`src/rtl/mnacidpro_seq.sv`:
```
`timescale 1ns/1ps
// mnacidpro_seq -- nucleic-acid prep sequencer.
// Walks a bead-based extraction protocol (load, lysis, wash, elute) by
// driving a valve bank and a three-valve peristaltic pump. Elution repeats
// once per collect channel so each outlet receives its own fraction.
//
// Ports
//   clk, rst_n           clock (rising edge), async active-low reset
//   start                begin protocol (only honoured in IDLE)
//   abort                terminate protocol from any non-IDLE state
//   t_load..t_elute      phase lengths in pump strokes, 0 skips the phase
//   valve[10:0]          1 = closed; bit order lysis, wash, elute, dead_end,
//                        vertical, horiz, waste, bead, loop_exit, bead_trap,
//                        collect
//   pump[2:0]            peristaltic valve pattern
//   collect_sel[SIZE-1:0] one-hot active outlet during ELUTE
//   busy, done, aborted  status; state = current FSM state
//
// state | meaning
// ------+------------------------------------------------
// IDLE  | waiting for start, everything closed, pump off
// LOAD  | pull sample over the bead trap to waste
// LYSIS | lysis buffer through vertical path to waste
// WASH  | wash buffer through horizontal path to waste
// ELUTE | elution buffer to collect outlet, once per channel
// DONE  | one-cycle completion pulse, then back to IDLE
module mnacidpro_seq #(
  parameter int SIZE     = 5,
  parameter int PUMP_DIV = 8,
  parameter int STEP_W   = 8
) (
  input  logic              clk,
  input  logic              rst_n,
  input  logic              start,
  input  logic              abort,
  input  logic [STEP_W-1:0] t_load,
  input  logic [STEP_W-1:0] t_lysis,
  input  logic [STEP_W-1:0] t_wash,
  input  logic [STEP_W-1:0] t_elute,
  output logic [10:0]       valve,
  output logic [2:0]        pump,
  output logic [SIZE-1:0]   collect_sel,
  output logic              busy,
  output logic              done,
  output logic              aborted,
  output logic [2:0]        state
);

  localparam int CH_W = (SIZE > 1) ? $clog2(SIZE) : 1;

  localparam logic [2:0] S_IDLE  = 3'd0;
  localparam logic [2:0] S_LOAD  = 3'd1;
  localparam logic [2:0] S_LYSIS = 3'd2;
  localparam logic [2:0] S_WASH  = 3'd3;
  localparam logic [2:0] S_ELUTE = 3'd4;
  localparam logic [2:0] S_DONE  = 3'd5;

  localparam logic [7:0]      DIV_LAST = 8'(PUMP_DIV - 1);
  localparam logic [CH_W-1:0] CH_LAST  = CH_W'(SIZE - 1);

  localparam int V_LYSIS     = 0;
  localparam int V_WASH      = 1;
  localparam int V_ELUTE     = 2;
  localparam int V_VERTICAL  = 4;
  localparam int V_HORIZ     = 5;
  localparam int V_WASTE     = 6;
  localparam int V_BEAD      = 7;
  localparam int V_LOOP_EXIT = 8;
  localparam int V_BEAD_TRAP = 9;
  localparam int V_COLLECT   = 10;

  localparam logic [10:0] ALL_CLOSED = 11'h7FF;
  localparam logic [10:0] OPEN_LOAD  = (11'd1 << V_BEAD) | (11'd1 << V_BEAD_TRAP) |
                                       (11'd1 << V_WASTE);
  localparam logic [10:0] OPEN_LYSIS = (11'd1 << V_LYSIS) | (11'd1 << V_VERTICAL) |
                                       (11'd1 << V_BEAD_TRAP) | (11'd1 << V_WASTE);
  localparam logic [10:0] OPEN_WASH  = (11'd1 << V_WASH) | (11'd1 << V_HORIZ) |
                                       (11'd1 << V_BEAD_TRAP) | (11'd1 << V_WASTE);
  localparam logic [10:0] OPEN_ELUTE = (11'd1 << V_ELUTE) | (11'd1 << V_LOOP_EXIT) |
                                       (11'd1 << V_BEAD_TRAP) | (11'd1 << V_COLLECT);

  localparam logic [2:0] PUMP_FIRST = 3'b110;

  // First phase strictly after cur whose duration is nonzero; DONE if none.
  function automatic logic [2:0] next_phase(
    input logic [2:0]        cur,
    input logic [STEP_W-1:0] dl,
    input logic [STEP_W-1:0] dy,
    input logic [STEP_W-1:0] dw,
    input logic [STEP_W-1:0] de
  );
    logic [2:0] nxt;
    nxt = S_DONE;
    if (cur < S_ELUTE && de != '0) nxt = S_ELUTE;
    if (cur < S_WASH  && dw != '0) nxt = S_WASH;
    if (cur < S_LYSIS && dy != '0) nxt = S_LYSIS;
    if (cur < S_LOAD  && dl != '0) nxt = S_LOAD;
    return nxt;
  endfunction

  logic [2:0]        r_state;
  logic [7:0]        r_div;
  logic [STEP_W-1:0] r_strokes;
  logic [CH_W-1:0]   r_ch;
  logic [STEP_W-1:0] r_dur_load;
  logic [STEP_W-1:0] r_dur_lysis;
  logic [STEP_W-1:0] r_dur_wash;
  logic [STEP_W-1:0] r_dur_elute;
  logic [10:0]       r_valve;
  logic [2:0]        r_pump;
  logic [SIZE-1:0]   r_collect;
  logic              r_busy;
  logic              r_done;
  logic              r_aborted;

  logic              w_active;
  logic              w_tick;
  logic [STEP_W-1:0] w_cur_dur;
  logic              w_phase_end;
  logic              w_last_ch;
  logic              w_start_ok;
  logic [2:0]        w_state_nxt;
  logic              w_ch_adv;
  logic              w_enter;
  logic              w_nxt_active;
  logic [CH_W-1:0]   w_ch_nxt;
  logic [10:0]       w_valve_nxt;
  logic [2:0]        w_pump_nxt;
  logic [SIZE-1:0]   w_collect_nxt;

  assign w_active     = (r_state >= S_LOAD) && (r_state <= S_ELUTE);
  assign w_tick       = w_active && (r_div == DIV_LAST);
  assign w_phase_end  = w_tick && ((r_strokes + STEP_W'(1)) == w_cur_dur);
  assign w_last_ch    = (r_ch == CH_LAST);
  assign w_start_ok   = (r_state == S_IDLE) && start && !abort;
  // A channel change inside ELUTE restarts the stroke pattern like a state entry.
  assign w_enter      = (w_state_nxt != r_state) || w_ch_adv;
  assign w_nxt_active = (w_state_nxt >= S_LOAD) && (w_state_nxt <= S_ELUTE);
  assign w_ch_nxt     = (w_state_nxt == S_IDLE) ? '0 :
                        w_ch_adv ? (r_ch + CH_W'(1)) : r_ch;

  always_comb begin
    case (r_state)
      S_LOAD:  w_cur_dur = r_dur_load;
      S_LYSIS: w_cur_dur = r_dur_lysis;
      S_WASH:  w_cur_dur = r_dur_wash;
      S_ELUTE: w_cur_dur = r_dur_elute;
      default: w_cur_dur = '0;
    endcase
  end

  // State register
  always_ff @(posedge clk or negedge rst_n) begin
    if (!rst_n) r_state <= S_IDLE;
    else        r_state <= w_state_nxt;
  end

  // Next-state logic
  always_comb begin
    w_state_nxt = r_state;
    w_ch_adv    = 1'b0;
    case (r_state)
      S_IDLE: begin
        if (w_start_ok)
          w_state_nxt = next_phase(S_IDLE, t_load, t_lysis, t_wash, t_elute);
      end
      S_LOAD, S_LYSIS, S_WASH, S_ELUTE: begin
        if (abort) begin
          w_state_nxt = S_IDLE;
        end else if (w_phase_end) begin
          if (r_state == S_ELUTE && !w_last_ch)
            w_ch_adv = 1'b1;
          else
            w_state_nxt = next_phase(r_state, r_dur_load, r_dur_lysis,
                                     r_dur_wash, r_dur_elute);
        end
      end
      default: w_state_nxt = S_IDLE;
    endcase
  end

  // Output logic: next values of the registered outputs, derived from the
  // next state so they line up with the state register.
  always_comb begin
    case (w_state_nxt)
      S_LOAD:  w_valve_nxt = ALL_CLOSED & ~OPEN_LOAD;
      S_LYSIS: w_valve_nxt = ALL_CLOSED & ~OPEN_LYSIS;
      S_WASH:  w_valve_nxt = ALL_CLOSED & ~OPEN_WASH;
      S_ELUTE: w_valve_nxt = ALL_CLOSED & ~OPEN_ELUTE;
      default: w_valve_nxt = ALL_CLOSED;
    endcase

    if (!w_nxt_active)
      w_pump_nxt = 3'b000;
    else if (w_enter)
      w_pump_nxt = PUMP_FIRST;
    else if (w_tick)
      w_pump_nxt = {r_pump[0], r_pump[2:1]};  // 110 -> 011 -> 101 -> 110
    else
      w_pump_nxt = r_pump;

    if (w_state_nxt == S_ELUTE)
      w_collect_nxt = SIZE'(1) << w_ch_nxt;
    else
      w_collect_nxt = '0;
  end

  always_ff @(posedge clk or negedge rst_n) begin
    if (!rst_n) begin
      r_div       <= '0;
      r_strokes   <= '0;
      r_ch        <= '0;
      r_dur_load  <= '0;
      r_dur_lysis <= '0;
      r_dur_wash  <= '0;
      r_dur_elute <= '0;
    end else begin
      if (!w_nxt_active || w_enter || r_div == DIV_LAST) r_div <= '0;
      else                                               r_div <= r_div + 8'd1;

      if (!w_nxt_active || w_enter) r_strokes <= '0;
      else if (w_tick)              r_strokes <= r_strokes + STEP_W'(1);

      r_ch <= w_ch_nxt;

      if (w_start_ok) begin
        r_dur_load  <= t_load;
        r_dur_lysis <= t_lysis;
        r_dur_wash  <= t_wash;
        r_dur_elute <= t_elute;
      end
    end
  end

  always_ff @(posedge clk or negedge rst_n) begin
    if (!rst_n) begin
      r_valve   <= ALL_CLOSED;
      r_pump    <= 3'b000;
      r_collect <= '0;
      r_busy    <= 1'b0;
      r_done    <= 1'b0;
      r_aborted <= 1'b0;
    end else begin
      r_valve   <= w_valve_nxt;
      r_pump    <= w_pump_nxt;
      r_collect <= w_collect_nxt;
      r_busy    <= (w_state_nxt != S_IDLE);
      r_done    <= (w_state_nxt == S_DONE);
      r_aborted <= abort && (r_state != S_IDLE);
    end
  end

  assign state       = r_state;
  assign valve       = r_valve;
  assign pump        = r_pump;
  assign collect_sel = r_collect;
  assign busy        = r_busy;
  assign done        = r_done;
  assign aborted     = r_aborted;

endmodule

```
`config.mk`:
```
export PLATFORM = sky130hd
export DESIGN_NAME = mnacidpro_seq
export DESIGN_NICKNAME = d
export VERILOG_FILES = /design/src/rtl/mnacidpro_seq.sv
export SDC_FILE = /design/constraint.sdc
export NUM_CORES = 1
export LEC_CHECK = 0
export CORE_ASPECT_RATIO = 0.6
export CORE_UTILIZATION = 30
export DETAILED_ROUTE_END_ITERATION = 6
export RECOVER_POWER = 25
export SYNTH_ARGS = -nofsm -noshare
export SYNTH_HDL_FRONTEND = slang
export SYNTH_SLANG_ARGS = --single-unit
```
`constraint.sdc`:
```
create_clock -name clk -period 5.2 [get_ports clk]
set_clock_uncertainty 0.05 [all_clocks]
set_input_delay 1.3 -clock clk [delete_from_list [all_inputs] [get_ports clk]]
set_output_delay 1.3 -clock clk [all_outputs]
set_load 0.005 [all_outputs]
```
## Yosys cells after proc, flatten, opt, wreduce, memory -nomap -nowiden

Index checks and enable logic that the tools add are counted.

- Word-level logic and storage cells: 100
- Input port bits: 36
- Register bits: 76
- Output and inout port bits: 25

- Reduce and logical (&&, ||, !) cells: 32
- $add $sub $neg: 3
- Shifts and indexed selects: 1
- Multiplexer cells: 28
- Equality and inequality tests: 14
- Order comparisons: 8

Operators with widths:

| cell | count |
|---|---|
| nonzero test 8 bit | 8 |
| 2-to-1 mux 3 bit | 15 |
| one-hot mux 11 bit (4 select lines) | 1 |
| one-hot mux 8 bit (4 select lines) | 1 |
| 2-to-1 mux 8 bit | 3 |
| adder 8 x 1 -> 8 bit, second input constant | 2 |
| == test 3 x 2 -> 1 bit, second input constant | 4 |
| == test 3 bit, second input constant | 4 |
| logical AND 1 bit | 12 |
| == test 8 x 3 -> 1 bit, second input constant | 1 |
| == test 8 bit | 1 |
| == test 3 x 1 -> 1 bit, second input constant | 2 |
| >= comparator 3 x 1 -> 1 bit, second input constant | 2 |
| less-or-equal comparator 3 bit, second input constant | 2 |
| logical NOT 3 bit | 2 |
| < comparator 3 x 2 -> 1 bit, second input constant | 2 |
| 2-to-1 mux 1 bit | 6 |
| one-hot mux 3 bit (2 select lines) | 1 |
| nonzero test 3 bit | 2 |
| 2-to-1 mux 5 bit | 1 |
| left shift 1 x 3 -> 5 bit, first input constant | 1 |
| OR reduction 4 bit | 1 |
| adder 3 x 1 -> 3 bit, second input constant | 1 |
| logical NOT 1 bit | 3 |
| 6 further kinds | 8 |

## Depth between registers and ports, before layout

Gate-level depths: netlist of the first run.

- Depth after elaboration: 16
- Gate-level depth with buffers: 13
- Mapped depth without buffers: 11

## Worst setup path after synthesis of the first run

OpenSTA, ideal clock, no wires.

- Kind: reg2reg
- Start point: register r_state[0], in the netlist state[0]
- End point: register r_div[0]
- Clock period less this slack: 3.109 ns
- Stages on the path, launching flop included: 13
- Arrival: 2.965 ns
- Path slack: 2.091 ns
- Required time: 5.056 ns
- Library setup time: 0.094 ns
- Buffers on the path: 3
- Cell sequence: dfrtp_1 and3b_1 clkbuf_1 a22o_1 or4_1 a221oi_1 nand4_1 mux2i_1 o32a_1 clkbuf_1 xnor2_1 buf_4 nor4b_4

- Longest elaborated chain between the ends: 16
- Elaborated cells on any way between the ends: 46

RTL lines:

| element | line | RTL |
|---|---|---|
| start, declared | 101 | `logic [2:0] r_state;` |
| start signal, assigned | 155 | `else r_state <= w_state_nxt;` |
| < comparator 3 bit | 94 | `if (cur < S_ELUTE && de != '0) nxt = S_ELUTE;` |
| logical AND 1 bit | 94 |  |
| 2-to-1 mux 1 bit | 94 |  |
| 2-to-1 mux 3 bit | 95 | `if (cur < S_WASH && dw != '0) nxt = S_WASH;` |
| 2-to-1 mux 3 bit | 96 | `if (cur < S_LYSIS && dy != '0) nxt = S_LYSIS;` |
| 2-to-1 mux 3 bit | 97 | `if (cur < S_LOAD && dl != '0) nxt = S_LOAD;` |
| 2-to-1 mux 3 bit | 171 | `if (r_state == S_ELUTE && !w_last_ch)` |
| 2-to-1 mux 3 bit | 170 | `end else if (w_phase_end) begin` |
| 2-to-1 mux 3 bit | 168 | `if (abort) begin` |
| one-hot mux 3 bit (2 select lines) | 162 | `case (r_state)` |
| >= comparator 3 x 1 -> 1 bit / less-or-equal comparator 3 bit (equally long branches) | 138 | `assign w_nxt_active = (w_state_nxt >= S_LOAD) && (w_state_nxt <= S_ELUTE);` |
| logical AND 1 bit | 138 |  |
| logical NOT 1 bit | 218 | `if (!w_nxt_active \|\| w_enter \|\| r_div == DIV_LAST) r_div <= '0;` |
| logical OR 1 bit * (2 in series) | 218 |  |
| 2-to-1 mux 8 bit * | 218 |  |
| end signal, assigned | 219 | `else r_div <= r_div + 8'd1;` |
| end, declared | 102 | `logic [7:0] r_div;` |

Every way passes the cells marked *; elsewhere a longest branch is shown, timed or not.
A chain may end at the register's enable or synchronous reset.

## Worst setup path in the final report of the first run

- Start point: register r_state[0], in the netlist state[0]
- End point: register r_strokes[0]

- Longest elaborated chain between the ends: 15
- Elaborated cells on any way between the ends: 46

RTL lines:

| element | line | RTL |
|---|---|---|
| < comparator 3 bit | 94 |  |
| logical AND 1 bit | 94 |  |
| 2-to-1 mux 1 bit | 94 |  |
| 2-to-1 mux 3 bit | 95 |  |
| 2-to-1 mux 3 bit | 96 |  |
| 2-to-1 mux 3 bit | 97 |  |
| 2-to-1 mux 3 bit | 171 |  |
| 2-to-1 mux 3 bit | 170 |  |
| 2-to-1 mux 3 bit | 168 |  |
| one-hot mux 3 bit (2 select lines) | 162 |  |
| >= comparator 3 x 1 -> 1 bit / less-or-equal comparator 3 bit (equally long branches) | 138 |  |
| logical AND 1 bit | 138 |  |
| logical NOT 1 bit | 221 | `if (!w_nxt_active \|\| w_enter) r_strokes <= '0;` |
| logical OR 1 bit | 221 |  |
| 2-to-1 mux 8 bit / nonzero test 2 bit (equally long branches) | -- |  |
| end signal, assigned | 222 | `else if (w_tick) r_strokes <= r_strokes + STEP_W'(1);` |
| end, declared | 103 | `logic [STEP_W-1:0] r_strokes;` |

Several ways; a longest one is shown, not always the timed one.

==> impl.org, run 1 <==
** Floorplan
- Initial standard-cell utilization of the core :: a little under a third
- Ports placed on the boundary :: 61
- From left edge to right edge, the die measures 148.9 um.
- Number of placement rows :: 31
- In this run the vertical extent of the chip is about 90 um.
- Overall die area :: around 0.013 mm2
- Area inside the core boundary :: between 0.01 and 0.015 mm2

** Clocking
- After clock tree synthesis, the flow added hold-fix buffers numbering 0.
- The cell sitting at the root of the clock tree is a sky130_fd_sc_hd__clkbuf_16.
- Gates resized during post-CTS repair numbered 0.
- The later pin in the worst-skew pair is clocked with a latency of between 300 and 400 ps.
- The clock drives 71 sinks.
- The H-tree generated during clock tree synthesis spans 3 levels.
- TritonCTS built the clock tree.
- After clock tree synthesis, the setup repair step added 0 buffers.
- No sink is reached through more buffers than the 2 on the longest clock path.
- Total clock buffers created by CTS :: 9
- Clock-pin slew was measured on the worst setup and hold paths at 50 ps.

** Yosys
- Of all cell types, the one taking the most synthesized area is sky130_fd_sc_hd__dfrtp_1.
- Cell Area, Synth :: 0.003884 mm2
- Async set-reset flop share out of synthesis :: 100.0%
- The share of synthesized area in the top cell type comes to between 40% and 50%.
- The synthesized design contains 0 enable-type register cells.
- The synthesized netlist devotes 8.441% of its cell area to compound gates.
- Cell types occupying the most area after synthesis :: sky130_fd_sc_hd__dfrtp_1, sky130_fd_sc_hd__mux2_2, sky130_fd_sc_hd__dfstp_2
- Multiplexer share of the synthesized area :: between 10 and 15%
- Dominant combinational cell family by area after synthesis :: simple AND/OR/NAND/NOR gates
- Most frequent cell after synthesis :: sky130_fd_sc_hd__dfrtp_1
- Yosys printed 0 warnings.
- Counting every instance in the synthesized netlist gives ~370.
- Averaged over all synthesized cells, the footprint is about 10 um2.
- Post-synthesis adder-cell area fraction :: 1.289%
- The number of nets handed over by synthesis was just over 400.
- The most used flip-flop cell after synthesis is sky130_fd_sc_hd__dfrtp_1.
- The netlist uses between 40 and 50 different library cells.
- Seq/Total Area, Yosys :: approximately 46%
- In this run, synthesis produced a sequential element count of between 70 and 80.
- Xor and xnor area share after synthesis :: under 10%
- Area share of and/or/nand/nor cells after synthesis :: between 20% and 30%
- Sorting the synthesized cells by how often they occur yields sky130_fd_sc_hd__dfrtp_1, sky130_fd_sc_hd__mux2_2, sky130_fd_sc_hd__nand2_1, sky130_fd_sc_hd__nor2_1, sky130_fd_sc_hd__nand3_1.

** Setup path
- STA puts the critical path data arrival time at 4240 ps.
- Type of the worst setup path :: reg -> reg
- Data required time of the critical path :: 5360 ps
- Critical path peak fanout :: 26
- The worst setup path is launched from a register.
- Element type at the critical path end :: register

** Pwr
- Maximum ir drop on the vdd rail :: around 0.15 mV
- Cell Pwr Density :: between 200 and 300 mW/mm2
- Leakage :: a little under 0.002 uW

** Cells and area
- Nets@finish :: 466
- Syn-to-layout area delta :: 26.06%
- Fraction of layout cells with a size suffix above 1 :: 15.78%
- After routing the design area is 0.004896 mm2.
- 0 antenna diodes ended up in the layout.

** Placed design
- Area post-placement :: 0.004611 mm2
- DP Wirelength :: about 7 mm
- The congestion estimate from routability-driven global placement came to between 0.8 and 0.9.
- Number of buffer cells added on primary ports :: just under 60

** Detailed routing
- Total via count in the routed design :: 2995
- Remaining antenna violation count after routing :: 0
- DR DRC count :: 0
- Wires add up to ~9.4 mm.
- The pre-antenna-repair detailed-routing pass consisted of 4 iterations.
- Dividing the detail-routed via count by the number of cells gives just over 5.
- Initial DRC Count :: roughly 190
- Average detailed-routed wire length per instance :: between 15 and 20 um

** Global routing
- Entering global routing, the biggest net connects 38 pins.
- Global routing used approximately 15% of the available tracks across all layers.
- The via count of the first global-routing pass is about 2.8k.
- The number of antenna violations at the first check in global routing is 0.
- Leftover overflow at the end of global routing :: 0
- The first global-routing pass estimated ~16 mm of wire.

** Timing
- Number of pins with negative max-slew slack in the final report :: 36
- Max_slew headroom :: -25.97%
- Counting I/O delays and the setup requirement, the final critical path takes ~4100 ps.
- Setup repair after global routing left no endpoint under its margin.
- At the pin with the least slew margin, the transition time is about 1900 ps.
- Based on the critical path, the design can be clocked at up to between 200 and 250 MHz.
- Total negative slack :: 0 ps
- Count of endpoints failing setup in the final report :: 0
- Hold timing on the final database bottoms out at a slack of around 460 ps.
- Final Hold Fails :: 0
- After layout, the worst path uses between 70% and 80% of the clock period.

** Run status
- Status :: finished with violations
- The final reports fail on capacitance limit, slew limit.

** Min path
- The min-delay analysis places its worst path in the category reg -> reg.

** Job
- Count of maximum capacitance violations :: 1
-- sequential cells by signal, indices dropped and copies added, names as in the netlist, 3 cells and up --
signal and flops:
collect_sel 5, pump 3, r_ch 3, r_div 8, r_dur_elute 8, r_dur_load 8, r_dur_lysis 8, r_dur_wash 8
r_strokes 8, state 3, valve 6
-- worst paths after layout --
check	end	slack [ps]	cells past startpoint	from
max	r_strokes[0]	1120	10	state[0]
min	r_div[0]	460	1	r_div[0]
max reg2reg	r_strokes[0]	1120	10	state[0]
min reg2reg	r_div[0]	460	1	r_div[0]
max in group asynchronous	r_dur_lysis[4]	1880	2	rst_n
min in group asynchronous	r_div[7]	1440	1	rst_n
-- through the flow --
stage | setup slack, ps | util, % | std cells | total power (uW)
floorplan | 2091 | - | 372 | 744.9
global placement | 1107 | 37.38 | 580 | 828.7
detailed placement | 1124 | 37.38 | 580 | 834.8
CTS | 1175 | 39.72 | 596 | 1442
global route | 848.3 | 39.69 | 596 | 1487
finish | 1122 | 39.69 | 596 | 1423
-- report_power, final --
group,switching (uW),internal (uW)
logic,69.9,98.3
registers,49.6,607
clock network,214,384
total,334,1090
-- critical path, cell delays in order, from the launching register on --
cell	delay [ps]
sky130_fd_sc_hd__dfrtp_1	850
sky130_fd_sc_hd__mux2_2	420
sky130_fd_sc_hd__a211oi_1	490
sky130_fd_sc_hd__xnor3_1	450
sky130_fd_sc_hd__a21oi_1	120
sky130_fd_sc_hd__and4_1	340
sky130_fd_sc_hd__mux2i_1	170
sky130_fd_sc_hd__nor4b_4	500
sky130_fd_sc_hd__xnor2_1	170
sky130_fd_sc_hd__buf_4	280
sky130_fd_sc_hd__nor2_1	80
-- cell type report --
class                           count  area [um2]
Sequential cell                    71        1784
Multi-Input combinational cell    273        1963
Clock buffer                       14       254.0
Fill cell                        1223        7438
Inverter                            5       18.77
Tap cell                          165       206.4
Timing Repair Buffer               66       634.4
Clock inverter                      2       35.03
-- cells by family (layout without fill, tap and decap cells) --
kind of cell | Yosys count | in the layout
fa+ha+maj | 4 | 4
simple gates | 153 | 153
other cells | 1 | 1
mux | 43 | 43
compound gates | 50 | 50
buf+inv | 28 | 87
flops | 71 | 71
xor+xnor | 22 | 22
-- per-layer routing --
metal	wire length, um	track usage (%)
met1	5054	24.56
met2	3542	18.10
met3	705	4.924
met4	92	4.082
met5	0	0
-- cell usage in the layout, fill, tap and decap left out, drive strengths merged, types with 3 or more instances in the layout --
master         instances
nor3                  10
nand4                  4
nor4bb                 6
o21a                   5
ha                     4
and3                   6
a21o                   3
nor2b                  3
clkbuf                16
a21oi                 14
a22oi                  5
mux2i                  7
nand3b                11
o21ai                  8
nand2                 30
nor4b                  4
mux2                  36
buf                    6
clkdlybuf4s50         57
xnor2                 14
xor2                   7
dfrtp                 65
dfstp                  6
inv                    5
a22o                   3
nand3                 15
or3                    6
a211oi                 5
nor2                  30
nor4                  14
nor3b                  5
or4                    4
Note: power is estimated with default switching activity, not from simulation.
==> inputs of run 2 (changes only) <==
Clock period 5.2 ns to 3.5 ns, I/O delays scaled along.
==> impl.org, run 2 (synthesis gave the netlist of run 1 again) <==
** Detailed routing
- Remaining antenna violation count after routing :: 0 (unchanged)
- Initial DRC Count :: 230 (+24%)
- Total via count in the routed design :: 3068 (+2.4%)
- The average detailed-routed wire length per instance was 16.21 um (+2.8%).
- The remaining design rule violation count came to 0 (unchanged).
- The per-cell via count in the routed design came to 5.046 (+0.42%).
- The number of iterations in the first detailed-routing pass is 4 (unchanged).
- The final wirelength was 9.855 mm (+4.9%).

** Timing
- The slew at the pin closest to its max-slew limit was 1592 ps (-297.1 ps).
- The setup TNS was 0 ps (unchanged).
- Achievable clock frequency :: 301.9 MHz (+23%)
- Max_slew headroom :: -6.164% (+20 points)
- Setup repair after global routing left no endpoint under its margin.
- Count of endpoints failing setup in the final report :: 0 (unchanged)
- The period utilization came to 94.64% (+16 points).
- The worst setup slack after layout came to 187.7 ps (-934.4 ps).
- The number of failing hold endpoints at the final stage is 0 (unchanged).
- The max-slew violation count came to 59 (+64%).
- Post-layout minimum cycle time :: 3312 ps (-765.6 ps)

** Setup path
- The largest individual stage delay along the critical path comes from the cell sky130_fd_sc_hd__dfrtp_2.
- Family of cells with the greatest summed delay on the critical path :: multiplexers
- Among the stages of the critical path, the cell type that occurs most often is sky130_fd_sc_hd__a21oi_1.
- Count of buffering cells on the critical path with inverters included :: 2 (+1)
- Critical path peak fanout :: 20 (-23%)
- Maximum cell stage delay along the critical path :: 460 ps (-390 ps)
- The critical path data required time is 3630 ps (-1730 ps).
- Element type at the critical path start :: register
- The data arrival time at the worst-slack endpoint was 3440 ps (-800 ps).
- Cell chain of the critical path :: mux2_2 > a211oi_1 > buf_4 > xnor3_1 > a21oi_1 > and4_2 > mux2i_1 > nor4b_4 > xnor2_1 > buf_12 > a21oi_1
- The worst setup path is of the reg -> reg kind.
- STA classifies the critical path endpoint as a register.

** Floorplan
- The effective utilization at floorplan was 31.49% (unchanged).
- The horizontal extent of the die came to 148.9 um (unchanged).
- Die outline height :: 90.14 um (unchanged)
- Area inside the core boundary :: 0.01233 mm2 (unchanged)
- The full die area was 0.01342 mm2 (unchanged).
- The count of boundary I/O pins came to 61 (unchanged).
- The number of core rows was 31 (unchanged).

** Cells and area
- Most common library cell in the layout ignoring fill and taps :: sky130_fd_sc_hd__dfrtp_1
- The number of diodes was 0 (unchanged).
- Leaving out fill and tap cells, the most frequent cells in the layout are sky130_fd_sc_hd__dfrtp_1, sky130_fd_sc_hd__clkdlybuf4s50_1, sky130_fd_sc_hd__mux2_2.
- Final standard cell count with taps included and fillers excluded :: 608 (+2.0%)
- Fraction of layout cells with a size suffix above 1 :: 19.41% (+3.6 points)
- Nets@finish :: 478 (+2.6%)
- Syn-to-layout area delta :: 29.77%
- Final core utilization :: 40.86% (+1.2 points)

** Clocking
- Sinks on the clock net :: 71 (unchanged)
- The worst-case clock buffer depth is 2 (unchanged).
- Root buffer cell :: sky130_fd_sc_hd__clkbuf_16
- Hold Buf Count CTS :: 0 (unchanged)
- The clock edge transition at the registers on the reported setup and hold paths came to 50 ps (about the same).
- Clock latency on the worst-skew pair :: 340 ps (about the same)
- TritonCTS built the clock tree.
- Total clock buffers created by CTS :: 9 (unchanged)
- The H-tree level count came to 3 (unchanged).

** Job
- Count of maximum capacitance violations :: 2 (+1)

** Global routing
- Leftover overflow at the end of global routing :: 0 (unchanged)
- Antenna violations before repair :: 0 (unchanged)
- The first-pass GRT wire length was 16.28 mm (+4.7%).
- The total global-route track usage was 15.92% (+0.77 points).
- The via count of the first global-routing pass is 2943 (+3.4%).
- Pin count of the biggest net entering global routing :: 33 (-13%)

** Placed design
- Post-placement setup slack :: -27.46 ps (-1151 ps)
- Dpl cells :: 592 (+2.1%)
- The final weighted congestion in routability-driven placement was 0.9013 (+4.4%).
- Number of buffer cells added on primary ports :: 59 (unchanged)
- DP Wirelength :: 7.594 mm (+6.8%)

** Run status
- Violated checks :: capacitance limit, slew limit
- The flow ran to the end, but the final reports show violations.

** Pwr
- The maximum vdd drop came to 0.2045 mV (+33%).
- The power per cell area was 439.6 mW/mm2 (+51%).
- Sum of internal, switching and leakage power :: 2216 uW (+56%)
- The static leakage power is 0.002052 uW (+3.4%).

** Min path
- The min-delay analysis places its worst path in the category reg -> reg.
run 2: what timing repair did:
action,in CTS,in global routing
setup endpoints to repair,0,23
gates resized for setup,0,7
setup buffers,0,0
run 2: final timing paths:
kind | cells past startpoint | slack (ps) | to | from
worst max-delay path | 11 | 190 | pump[2] | state[0]
worst min-delay path | 1 | 470 | r_div[0] | r_div[0]
worst max register to register | 11 | 190 | pump[2] | state[0]
worst min register to register | 1 | 470 | r_div[0] | r_div[0]
max in group asynchronous | 2 | 880 | state[1] | rst_n
min in group asynchronous | 1 | 530 | collect_sel[4] | rst_n
run 2: final cells by class:
class | count | area [um2]
inverter | 5 | 18.77
clock buffer | 12 | 246.5
sequential | 71 | 1788
timing repair buffer | 78 | 732.0
clock inverter | 4 | 70.07
multi-input combinational | 273 | 1978
tap | 165 | 206.4
fill | 1195 | 7295
run 2: power by group:
part	switching [uW]	leakage (uW)	internal, uW
combinational	109	0.00100	152
sequential	74.6	0.000893	902
clock	337	0.000157	641
total	520	0.00205	1700
run 2: routing by layer:
metal | vias up | track usage (%) | part of all wire (%)
li1 | 1490 | - | -
met1 | 1477 | 26.24 | 56
met2 | 90 | 18.88 | 37
met3 | 11 | 4.213 | 5.6
met4 | 0 | 5.102 | 1.1
met5 | - | 0 | 0
run 2: through the flow:
step | instance area [um2] | hold slack, ps
6_report | 5040 | 467.8
5_1_grt | 5040 | 480.4
4_1_cts | 5030 | 378.8
3_5_place_dp | 4713 | 463.0
3_3_place_gp | 4713 | 462.5
2_1_floorplan | 3884 | 428.0
